==> config.mk <==
export PLATFORM = sky130hd
export DESIGN_NAME = des_key_schedule
export DESIGN_NICKNAME = d
export VERILOG_FILES = /design/src/rtl/des_pkg.sv /design/src/rtl/des_pc2.sv /design/src/rtl/des_key_schedule.sv
export SDC_FILE = /design/constraint.sdc
export NUM_CORES = 1
export LEC_CHECK = 0
export CORE_AREA = 2 2 322 324
export DETAILED_ROUTE_END_ITERATION = 8
export DIE_AREA = 0 0 324 326
export GPL_TIMING_DRIVEN = 0
export HOLD_SLACK_MARGIN = 0.06
export PLACE_DENSITY = 0.56
export SETUP_SLACK_MARGIN = 0.5
export SLEW_MARGIN = 20
export SYNTH_ARGS = -nofsm -noshare
export SYNTH_HDL_FRONTEND = slang
export SYNTH_SLANG_ARGS = --single-unit
==> constraint.sdc <==
create_clock -name clk -period 52.7 [get_ports clk]
set_clock_uncertainty 0.1 [all_clocks]
set_input_delay 10.54 -clock clk [delete_from_list [all_inputs] [get_ports clk]]
set_output_delay 10.54 -clock clk [all_outputs]
set_load 0.05 [all_outputs]
==> src/rtl/des_pkg.sv <==
// Shared definitions for the DES key schedule.
//   PC1         : permuted choice 1, 56 entries of DES bit numbers (1 = key MSB)
//   PC2         : permuted choice 2, 48 entries of C||D bit numbers (1 = C MSB)
//   SHIFT_SCHED : bit (i-1) set when round i rotates by one place, otherwise by two
//   rk_t        : one 48-bit round key
//   ks_state_t  : key schedule controller state
package des_pkg;

  localparam int ROUNDS = 16;
  localparam int RK_W   = 48;
  localparam int KEY_W  = 64;
  localparam int CD_W   = 56;
  localparam int HALF_W = 28;

  typedef logic [RK_W-1:0] rk_t;

  typedef enum logic [1:0] {
    IDLE,
    GEN,
    DONE
  } ks_state_t;

  localparam int PC1 [CD_W] = '{
    57, 49, 41, 33, 25, 17,  9,
     1, 58, 50, 42, 34, 26, 18,
    10,  2, 59, 51, 43, 35, 27,
    19, 11,  3, 60, 52, 44, 36,
    63, 55, 47, 39, 31, 23, 15,
     7, 62, 54, 46, 38, 30, 22,
    14,  6, 61, 53, 45, 37, 29,
    21, 13,  5, 28, 20, 12,  4
  };

  localparam int PC2 [RK_W] = '{
    14, 17, 11, 24,  1,  5,
     3, 28, 15,  6, 21, 10,
    23, 19, 12,  4, 26,  8,
    16,  7, 27, 20, 13,  2,
    41, 52, 31, 37, 47, 55,
    30, 40, 51, 45, 33, 48,
    44, 49, 39, 56, 34, 53,
    46, 42, 50, 36, 29, 32
  };

  // Rounds 1, 2, 9 and 16 rotate by one place.
  localparam logic [ROUNDS-1:0] SHIFT_SCHED = 16'h8103;

  // Left rotate of a 28-bit half; the MSB holds the lowest DES bit number,
  // so a left rotate moves DES bit 2 into position 1.
  function automatic logic [HALF_W-1:0] rotl(input logic [HALF_W-1:0] v,
                                             input logic              single);
    return single ? {v[HALF_W-2:0], v[HALF_W-1]}
                  : {v[HALF_W-3:0], v[HALF_W-1:HALF_W-2]};
  endfunction

endpackage

==> src/rtl/des_pc2.sv <==
// Permuted choice 2: selects 48 of the 56 rotated C||D bits as one round key.
//   cd_i : {C, D}, bit 55 = C||D bit 1
//   rk_o : round key, bit 47 = round key bit 1
module des_pc2
  import des_pkg::*;
(
  input  logic [55:0] cd_i,
  output logic [47:0] rk_o
);

  for (genvar j = 0; j < RK_W; j++) begin : g_pc2
    assign rk_o[RK_W-1-j] = cd_i[CD_W-PC2[j]];
  end

endmodule

==> src/rtl/des_key_schedule.sv <==
// Iterative DES key schedule: one round key per cycle, full set held stable.
//   clk, rst    : clock, asynchronous active-high reset
//   key_valid   : key_in/decrypt valid, accepted while key_ready is high
//   key_in      : 64-bit DES key, bit 63 = DES bit 1, parity bits ignored
//   decrypt     : 0 = slot r1 holds K1, 1 = slot r1 holds K16
//   key_ready   : a new key can be accepted (IDLE or DONE)
//   keys_ready  : round_keys complete, held until the next accept
//   round_keys  : {r1, ..., r16}, r1 in [767:720]
module des_key_schedule
  import des_pkg::*;
(
  input  logic         clk,
  input  logic         rst,
  input  logic         key_valid,
  input  logic [63:0]  key_in,
  input  logic         decrypt,
  output logic         key_ready,
  output logic         keys_ready,
  output logic [767:0] round_keys
);

  ks_state_t         state_q, state_d;
  logic [3:0]        cnt_q, cnt_d;
  logic [HALF_W-1:0] c_q, c_d, d_q, d_d;
  logic [HALF_W-1:0] c_rot, d_rot;
  logic              dec_q, dec_d;
  logic              keys_ready_q, keys_ready_d;
  logic [CD_W-1:0]   cd_pc1;
  rk_t               rk_new;
  rk_t               rk_q [ROUNDS];
  logic              accept;
  logic              rk_we;
  logic [3:0]        rk_idx;
  logic              unused_parity;

  // PC-1 drops the eight parity bits (DES bits 8, 16, ..., 64).
  for (genvar j = 0; j < CD_W; j++) begin : g_pc1
    assign cd_pc1[CD_W-1-j] = key_in[KEY_W-PC1[j]];
  end
  assign unused_parity = ^{key_in[56], key_in[48], key_in[40], key_in[32],
                           key_in[24], key_in[16], key_in[8],  key_in[0]};

  // Rotate and PC-2 are both combinational, so the key for round cnt_q+1
  // is ready to be stored at the end of the current cycle.
  assign c_rot = rotl(c_q, SHIFT_SCHED[cnt_q]);
  assign d_rot = rotl(d_q, SHIFT_SCHED[cnt_q]);

  des_pc2 u_pc2 (
    .cd_i ({c_rot, d_rot}),
    .rk_o (rk_new)
  );

  assign key_ready  = (state_q != GEN);
  assign accept     = key_valid & key_ready;
  assign keys_ready = keys_ready_q;
  assign rk_idx     = dec_q ? (4'(ROUNDS-1) - cnt_q) : cnt_q;

  // NOTE: every signal assigned here gets a default first, so no path leaves
  // it unassigned and no latch is inferred.
  always_comb begin
    state_d      = state_q;
    cnt_d        = cnt_q;
    c_d          = c_q;
    d_d          = d_q;
    dec_d        = dec_q;
    keys_ready_d = keys_ready_q;
    rk_we        = 1'b0;
    unique case (state_q)
      IDLE, DONE: begin
        if (accept) begin
          state_d      = GEN;
          cnt_d        = '0;
          c_d          = cd_pc1[CD_W-1:HALF_W];
          d_d          = cd_pc1[HALF_W-1:0];
          dec_d        = decrypt;
          keys_ready_d = 1'b0;
        end
      end
      GEN: begin
        rk_we = 1'b1;
        c_d   = c_rot;
        d_d   = d_rot;
        cnt_d = cnt_q + 4'd1;
        // Sixteen rotations total 28 places, so C/D need no correction here.
        if (cnt_q == 4'(ROUNDS-1)) begin
          state_d      = DONE;
          keys_ready_d = 1'b1;
        end
      end
      default: state_d = IDLE;
    endcase
  end

  // NOTE: sequential state uses non-blocking assignments so every register
  // samples the pre-edge values, independent of statement order.
  always_ff @(posedge clk or posedge rst) begin
    if (rst) begin
      state_q      <= IDLE;
      cnt_q        <= '0;
      c_q          <= '0;
      d_q          <= '0;
      dec_q        <= 1'b0;
      keys_ready_q <= 1'b0;
    end else begin
      state_q      <= state_d;
      cnt_q        <= cnt_d;
      c_q          <= c_d;
      d_q          <= d_d;
      dec_q        <= dec_d;
      keys_ready_q <= keys_ready_d;
    end
  end

  // NOTE: the round-key store is reset, unlike a typical RAM, because a reset
  // mid-generation must not leave partial keys visible to the datapath.
  always_ff @(posedge clk or posedge rst) begin
    if (rst) begin
      for (int s = 0; s < ROUNDS; s++) rk_q[s] <= '0;
    end else if (rk_we) begin
      rk_q[rk_idx] <= rk_new;
    end
  end

  for (genvar s = 0; s < ROUNDS; s++) begin : g_out
    assign round_keys[RK_W*(ROUNDS-s)-1 -: RK_W] = rk_q[s];
  end

endmodule
[After elaboration in Yosys (flattened, before gate mapping)]
Memories as Yosys holds them, arrays and structs flattened.
Cells that the tools add are included.
Word-level totals
  register bits: 832
  memory bits (read-only): 16
  word-level logic and storage cells: 64
  input port bits: 68
  output and inout port bits: 770
  memories: 1
Memories
  (name not given): words 16, width 1, read ports 1, clocked after memory_dff 0, write ports 0, line des_key_schedule.sv:46  | assign d_rot = rotl(d_q, SHIFT_SCHED[cnt_q]);
Cells by class
  bitwise operators: 2
  multiplexer cells: 20
  reductions and logical operators: 8
  equality and inequality tests: 6
  order comparisons: 3
  $add $sub $neg: 2
Operators by type and width (number)
  $bwmux 768: 1
  $demux 48 s4: 1
  $mux 28: 4
  $pmux 28 s2: 2
  $mux 48: 1
  $mux 4: 2
  $pmux 4 s2: 1
  $reduce_and 2->1: 3
  $ge 5x5->1 const B: 1
  $lt 4x5->1 const B: 1
  $lt 5x1->1 const B: 1
  $not 4->5: 1
  $add 4x1->4 const B: 1
  $eq 4x4->1 const B: 1
  $mux 1: 4
  $mux 2: 2
  $ne 2x2->1 const B: 2
  $pmux 2 s2: 1
  $sub 4x4->4 const A: 1
  $reduce_and 3->1: 1
  $eq 2x1->1 const B: 1
  $eq 2x2->1 const B: 1
  $logic_not 2->1: 1
  $ne 2x1->1 const B: 1
  5 further kinds: 5

[Longest topological paths before layout]
Gate-level depths: netlist of run 1.
  word-level depth: 8
  gate-level depth with buffers: 11
  gate-level depth less buffers: 6

[Modules after synthesis]
A second synthesis of run 1 with hierarchy kept.
Second synthesis, totals
  cells, all modules: 2134
  area, all modules: 33562.2 µm²
Modules (own cells, without submodules)
  des_key_schedule: cells an instance 2086, instances 1, area each 33201.8 µm², seq. area each 20820.0 µm²
  des_pc2: cells an instance 48, instances 1, area each 360.3 µm², seq. area each 0.0 µm²

[Worst setup path after synthesis of run 1]
OpenSTA, ideal clock, no wires.
  path type: register to output
  start: reg state_q[0]
  end: out key_ready
  slack: 40.630 ns
  stages on the path, launching flop included: 5
  data required time: 42.060 ns
  path buffers: 2
  arrival time: 1.430 ns
  cells stage by stage: dfrtp_1 > nor2b_1 > buf_2 > inv_1 > clkbuf_1
Between the ends
  word-level cells in the longest chain between the ends: 1
Ends and longest elaborated chain
  start, declared: line des_key_schedule.sv:22  | ks_state_t state_q, state_d;
  start signal, assigned: line des_key_schedule.sv:105  | state_q <= state_d;
  $ne 2x1->1: line des_key_schedule.sv:53  | assign key_ready = (state_q != GEN);
  end, declared: line des_key_schedule.sv:17  | output logic key_ready,
No other way between the ends.

[Worst setup path in the final report of run 1]
Ends and elaborated chain as after synthesis.

==> metrics.yaml, run 1 <==
ios: 838
startpoint_type: "register"
critical_path_arrival_ns: 3.31
critical_path.slowest_cell: "clkdlybuf4s50_1"
yosys.area_share.simple: 0.104
drtAntennaViolNets: 0
core-area_um2: 103000
cts_setup_buffers: 0
grt_max_degree: 102
hold_buffers: 0
drv_slew: 0
htree_levels: 3
clk_latency_ns: 0.68
synth-edff-count: 0
synth_cell_type_count: 43
numCtsBuffers: 93
period_needed_ns: 13.95
first_pass_iters: 5
mostFrequentLayoutCell: "dfrtp_1"
r2r-start: "cnt_q[1]$_DFFE_PP0P_"
drcViolationCount: 0
wl_um: 142000
rsz0062_at_grt: "false"
ys_seq_area_frac: 0.673
tightest_slew_ns: 1.20
cts_resized: 0
criticalPathCategory: "reg -> out"
gr-total-overflow: 0
cp_slowest_stage_delay_ns: 1.08
relSlewSlack: 0.175
syn_area_per_cell_um2: 10.6
antenna_found_initial: 26
fmaxAchievable_mhz: 71.7
maxCapViolCount: 0
worstHoldStart: "round_keys[600]$_DFFE_PP0P_"
drt_iter0_drc: 1802
floorplan.initialDensity: 0.302
final_area_um2: 44800
worst-path-buf-inv: 4
cpLargestDelayFamily: "buffers and inverters"
synth-compound-area-share: 0.162
setup_tns_ns: 0
synth_xor_xnor_area_share: 0
cts_sinks: 832
setup_viol: 0
nets: 3938
finalHoldViolations: 0
root_buffer: "clkbuf_16"
grt_util_all_layers: 0.265
path_cells: "nor2b_1 > buf_2 > inv_1 > clkbuf_1 > clkdlybuf4s50_1"
syn_nets: 2998
syn-instance-count: 2926
dieArea_um2: 106000
die_h_um: 326
place_congestion: 0.866
io_buffers: 829
drive_above_1_share: 0.0878
wl_per_cell_um: 26.7
hold_slack_ns: 0.376
min_path_type: "reg -> reg"
cts_max_path_buffers: 3
critPathMaxFanout: 10
syn_area_um2: 30900
dp_hpwl_um: 106000
cts.reportedPaths.clkPinSlew_ns: 0.06
layout_common_cells: "dfrtp_1 (832), clkdlybuf4s50_1 (829), nand2_1 (783)"
fp.dieW_um: 324
async_reset_ff_frac: 1.00
dpl-instance-area_um2: 41500
grt_pass1_vias: 26200
post-route-period-util: 0.265
status: "completed"
cts_tree: "yes"
area_delta_synth_final_pct: 44.8
vias_per_cell: 4.94
synth_fa_ha_area_frac: 0.00162
synth_top_family_by_area: "compound AO/OA/AOI/OAI gates"
synth_ff_type: "dfrtp_1"
placement_rows: 118
required_ns: 42.06
end_kind: "output port"
ys_ff_latch: 832
crit_start: "state_q[0]$_DFFE_PP0P_"
synth_warnings: 0
grt_first_pass_wirelength_um: 200000
num_vias: 26300
muxShareOfSynthArea: 0.0218
[cells in the mapped netlist (all sizes together) (4+ instances only)]
library cell	n	share of area
o211ai	9	0.0023
o21a	39	0.0095
o21ai	823	0.13
nand2	783	0.095
nor3b	6	0.0019
o221ai	16	0.0047
a211oi	4	0.00097
dfrtp	832	0.67
nor2	4	0.00049
a21oi	49	0.0079
o22ai	7	0.0014
nor3	4	0.00065
mux2i	52	0.017
clkbuf	144	0.018
mux2	13	0.0047
and3b	6	0.0017
ha	4	0.0016
inv	6	0.00073
buf	103	0.019
[worst paths after layout]
kind / depth (start not counted) / endpoint / slack, ns
max: 5 / key_ready / 38.75
min: 2 / round_keys[600]$_DFFE_PP0P_ / 0.38
max reg2reg: 10 / round_keys[692]$_DFFE_PP0P_ / 48.97
min reg2reg: 2 / round_keys[600]$_DFFE_PP0P_ / 0.38
max in group asynchronous: 6 / round_keys[541]$_DFFE_PP0P_ / 40.10
min in group asynchronous: 2 / round_keys[227]$_DFFE_PP0P_ / 10.11
[cell type report]
| type | instances | area, um2 |
|---|---|---|
| fill | 9998 | 57800 |
| sequential | 832 | 20800 |
| multi-input combinational | 1841 | 9130 |
| timing repair buffer | 845 | 8620 |
| clock buffer | 129 | 2680 |
| tap | 1380 | 1730 |
| buffer | 247 | 1150 |
| clock inverter | 41 | 629 |
| antenna | 13 | 32.5 |
| inverter | 6 | 30.0 |
[registers in the layout, summed over array words and instances (netlist names)]
name,count
c_q,28
dec_q,1
d_q,28
state_q,2
round_keys,768
cnt_q,4
keys_ready,1
[stage by stage]
stage | utilization | cells | setup slack [ns]
floorplan | - | 2926 | 18.69
global placement | 0.399 | 5135 | 7.55
detailed placement | 0.404 | 5151 | 39.31
CTS | 0.436 | 5321 | 38.68
global route | 0.437 | 5323 | 38.60
finish | 0.437 | 5334 | 38.75
[metal layers]
metal  global-route usage  part of all wire  vias to the layer above
met4               0.0855             0.031                       14
li1                     -                 -                    11700
met3               0.0893             0.093                      225
met1                0.323              0.39                    13400
met5                    0           0.00065                        -
met2                0.441              0.48                      982
[worst min-delay path, stage by stage, from the launching register on]
cell and delay (ns):
dfrtp_1 0.34, nand2_1 0.04, o21ai_0 0.06
[kinds of logic after synthesis]
kind of cell	Yosys count
AO/OA/AOI/OAI	952
flip-flops	832
AND/OR/NAND/NOR	820
buffers and inverters	253
multiplexers	65
adder cells (fa/ha/maj)	4
Power of run 1 is not shown: default switching activity piles up to over one toggle a cycle in this logic, so the estimate is an artifact.
==> inputs of run 2 (changes only) <==
--- a/config.mk
+++ b/config.mk
@@ -5,9 +5,9 @@
 export SDC_FILE = /design/constraint.sdc
 export NUM_CORES = 1
 export LEC_CHECK = 0
-export CORE_AREA = 2 2 322 324
+export CORE_AREA = 2 2 330 332
 export DETAILED_ROUTE_END_ITERATION = 8
-export DIE_AREA = 0 0 324 326
+export DIE_AREA = 0 0 332 334
 export GPL_TIMING_DRIVEN = 0
 export HOLD_SLACK_MARGIN = 0.06
 export PLACE_DENSITY = 0.56
==> constraint.sdc (replaced) <==
create_clock -name clk -period 11.5 [get_ports clk]
set_clock_uncertainty 0.1 [all_clocks]
set_input_delay 2.3 -clock clk [delete_from_list [all_inputs] [get_ports clk]]
set_output_delay 2.3 -clock clk [all_outputs]
set_load 0.05 [all_outputs]
==> metrics.yaml, run 2 (synthesis gave the netlist of run 1 again) <==
critical_path_arrival_ns: 3.22  # -0.09 ns
rr_worst_depth: 10  # unchanged
min_path_cells: 2  # unchanged
grt_first_pass_wirelength_um: 204000  # +2.0%
worstHoldStart: "round_keys[396]$_DFFE_PP0P_"
r2r_slack_ns: 7.78  # -41.19 ns
drv_slew: 0  # unchanged
end_kind: "output port"
drive_above_1_share: 0.0926  # +0.00484
cts_max_path_buffers: 3  # unchanged
final_area_um2: 45100  # +0.70%
min_to: "round_keys[396]$_DFFE_PP0P_"
status: "completed"
cts_sinks: 832  # unchanged
fill_cells: 10600  # +6.2%
htree_levels: 3  # unchanged
instances_no_fill: 5390  # +1.0%
drtAntennaViolNets: 0  # unchanged
worst_slack_ns: 5.88  # -32.87 ns
root_buffer: "clkbuf_16"
relSlewSlack: 0.226  # +0.0511
ios: 838  # unchanged
wl_um: 144000  # +1.3%
mostFrequentLayoutCell: "dfrtp_1"
tightest_slew_ns: 1.13  # -0.0745 ns
layout_common_cells: "dfrtp_1 (832), clkdlybuf4s50_1 (829), nand2_1 (783)"
criticalPathCategory: "reg -> out"
dpl-instance-area_um2: 41900  # +1.1%
critPathMaxFanout: 10  # unchanged
antenna_found_initial: 45  # +73%
core-area_um2: 108000  # +5.1%
grt_util_all_layers: 0.256  # -0.00957
multi_input_area_um2: 9140  # +0.18%
cts_tree: "yes"
floorplan.initialDensity: 0.287  # -0.0145
place_congestion: 0.849  # -2.1%
dp_hpwl_um: 110000  # +3.6%
cts_resized: 0  # unchanged
wl_per_cell_um: 26.8  # +0.22%
hold_buffers: 0  # unchanged
numCtsBuffers: 93  # unchanged
grt_max_degree: 35  # -66%
die_h_um: 334  # +2.5%
nets: 3963  # +0.63%
io_buffers: 829  # unchanged
required_ns: 9.10  # -32.96 ns
num_vias: 26600  # +0.93%
ff_latch_area_um2: 20800  # unchanged
period_needed_ns: 5.62
fp.dieW_um: 332  # +2.5%
drt_iter0_drc: 1726  # -4.2%
dieArea_um2: 111000  # +5.0%
largest_reg_flops: 768  # unchanged
dp_cells: 5210  # +1.1%
crit_start: "state_q[0]$_DFFE_PP0P_"
post-route-period-util: 0.489
first_pass_iters: 5  # unchanged
r2r-start: "cnt_q[1]$_DFFE_PP0P_"
cts.reportedPaths.clkPinSlew_ns: 0.06  # about the same
gr-total-overflow: 0  # unchanged
vias_per_cell: 4.93  # -0.11%
grt_pass1_vias: 26500  # +1.1%
area_delta_synth_final_pct: 45.8
cts_setup_buffers: 0  # unchanged
startpoint_type: "register"
fmaxAchievable_mhz: 178
clk_latency_ns: 0.67  # about the same
placement_rows: 121  # +2.5%
preCtsSetupSlack_ns: 6.36  # -32.95 ns
maxCapViolCount: 0  # unchanged
min_path_type: "reg -> reg"
r2r_end: "round_keys[587]$_DFFE_PP0P_"
rsz0062_at_grt: "false"
setup_viol: 0  # unchanged
drcViolationCount: 0  # unchanged
finalHoldViolations: 0  # unchanged
## run 2: changes by cell type in the layout (fill, tap and decap cells not counted), moves of 3 or more
cell,previous run,this run
buf_12,1,28
bufinv_16,13,4
clkbuf_8,22,30
clkinv_2,15,7
buf_16,9,3
clkbuf_1,150,155
buf_6,9,13
mux2i_1,25,22
mux2i_2,27,30
## run 2: critical path: stages, from the launching register on
cell and delay, ns:
dfrtp_1 0.42, nor2b_1 0.20, buf_2 0.21, inv_1 0.25, clkbuf_1 0.50, clkdlybuf4s50_1 0.95
## run 2: metrics by stage
stage,hold slack [ns],util,TNS [ns]
after global placement,0.360,0.380,-6630.66
final,0.377,0.419,0
after floorplan,0.428,-,-1937.17
after global routing,0.394,0.418,0
after detailed placement,0.368,0.389,0
after CTS,0.382,0.418,0
## run 2: layer usage
metal	global-route usage	part of all wire	routed length (um)	up-vias
met5	0	0.00085	122	-
met4	0.0712	0.025	3630	20
met3	0.0923	0.099	14300	213
met2	0.427	0.48	69200	1099
met1	0.311	0.40	57000	13500
li1	-	-	-	11800
## run 2: worst max path at each step
stage | to | slack (ns) | depth (start not counted)
after floorplan | c_q[0]$_DFFE_PP0P_ | -2.33 | 1
after global placement | round_keys[402]$_DFFE_PP0P_ | -8.20 | 2
after detailed placement | d_q[26]$_DFFE_PP0P_ | 6.36 | 7
after CTS | key_ready | 5.81 | 5
after global routing | key_ready | 5.78 | 5
final | key_ready | 5.88 | 5
## run 2: area by class of cell
cell class	count	share of cell area
Timing Repair Buffer	870	0.200
Multi-Input combinational cell	1841	0.203
Inverter	6	0.000582
Buffer	247	0.0256
Sequential cell	832	0.461
Antenna cell	14	0.000776
Tap cell	1414	0.0392
Clock inverter	23	0.00701
Clock buffer	143	0.0629
Power of run 2 is left out for the same reason.
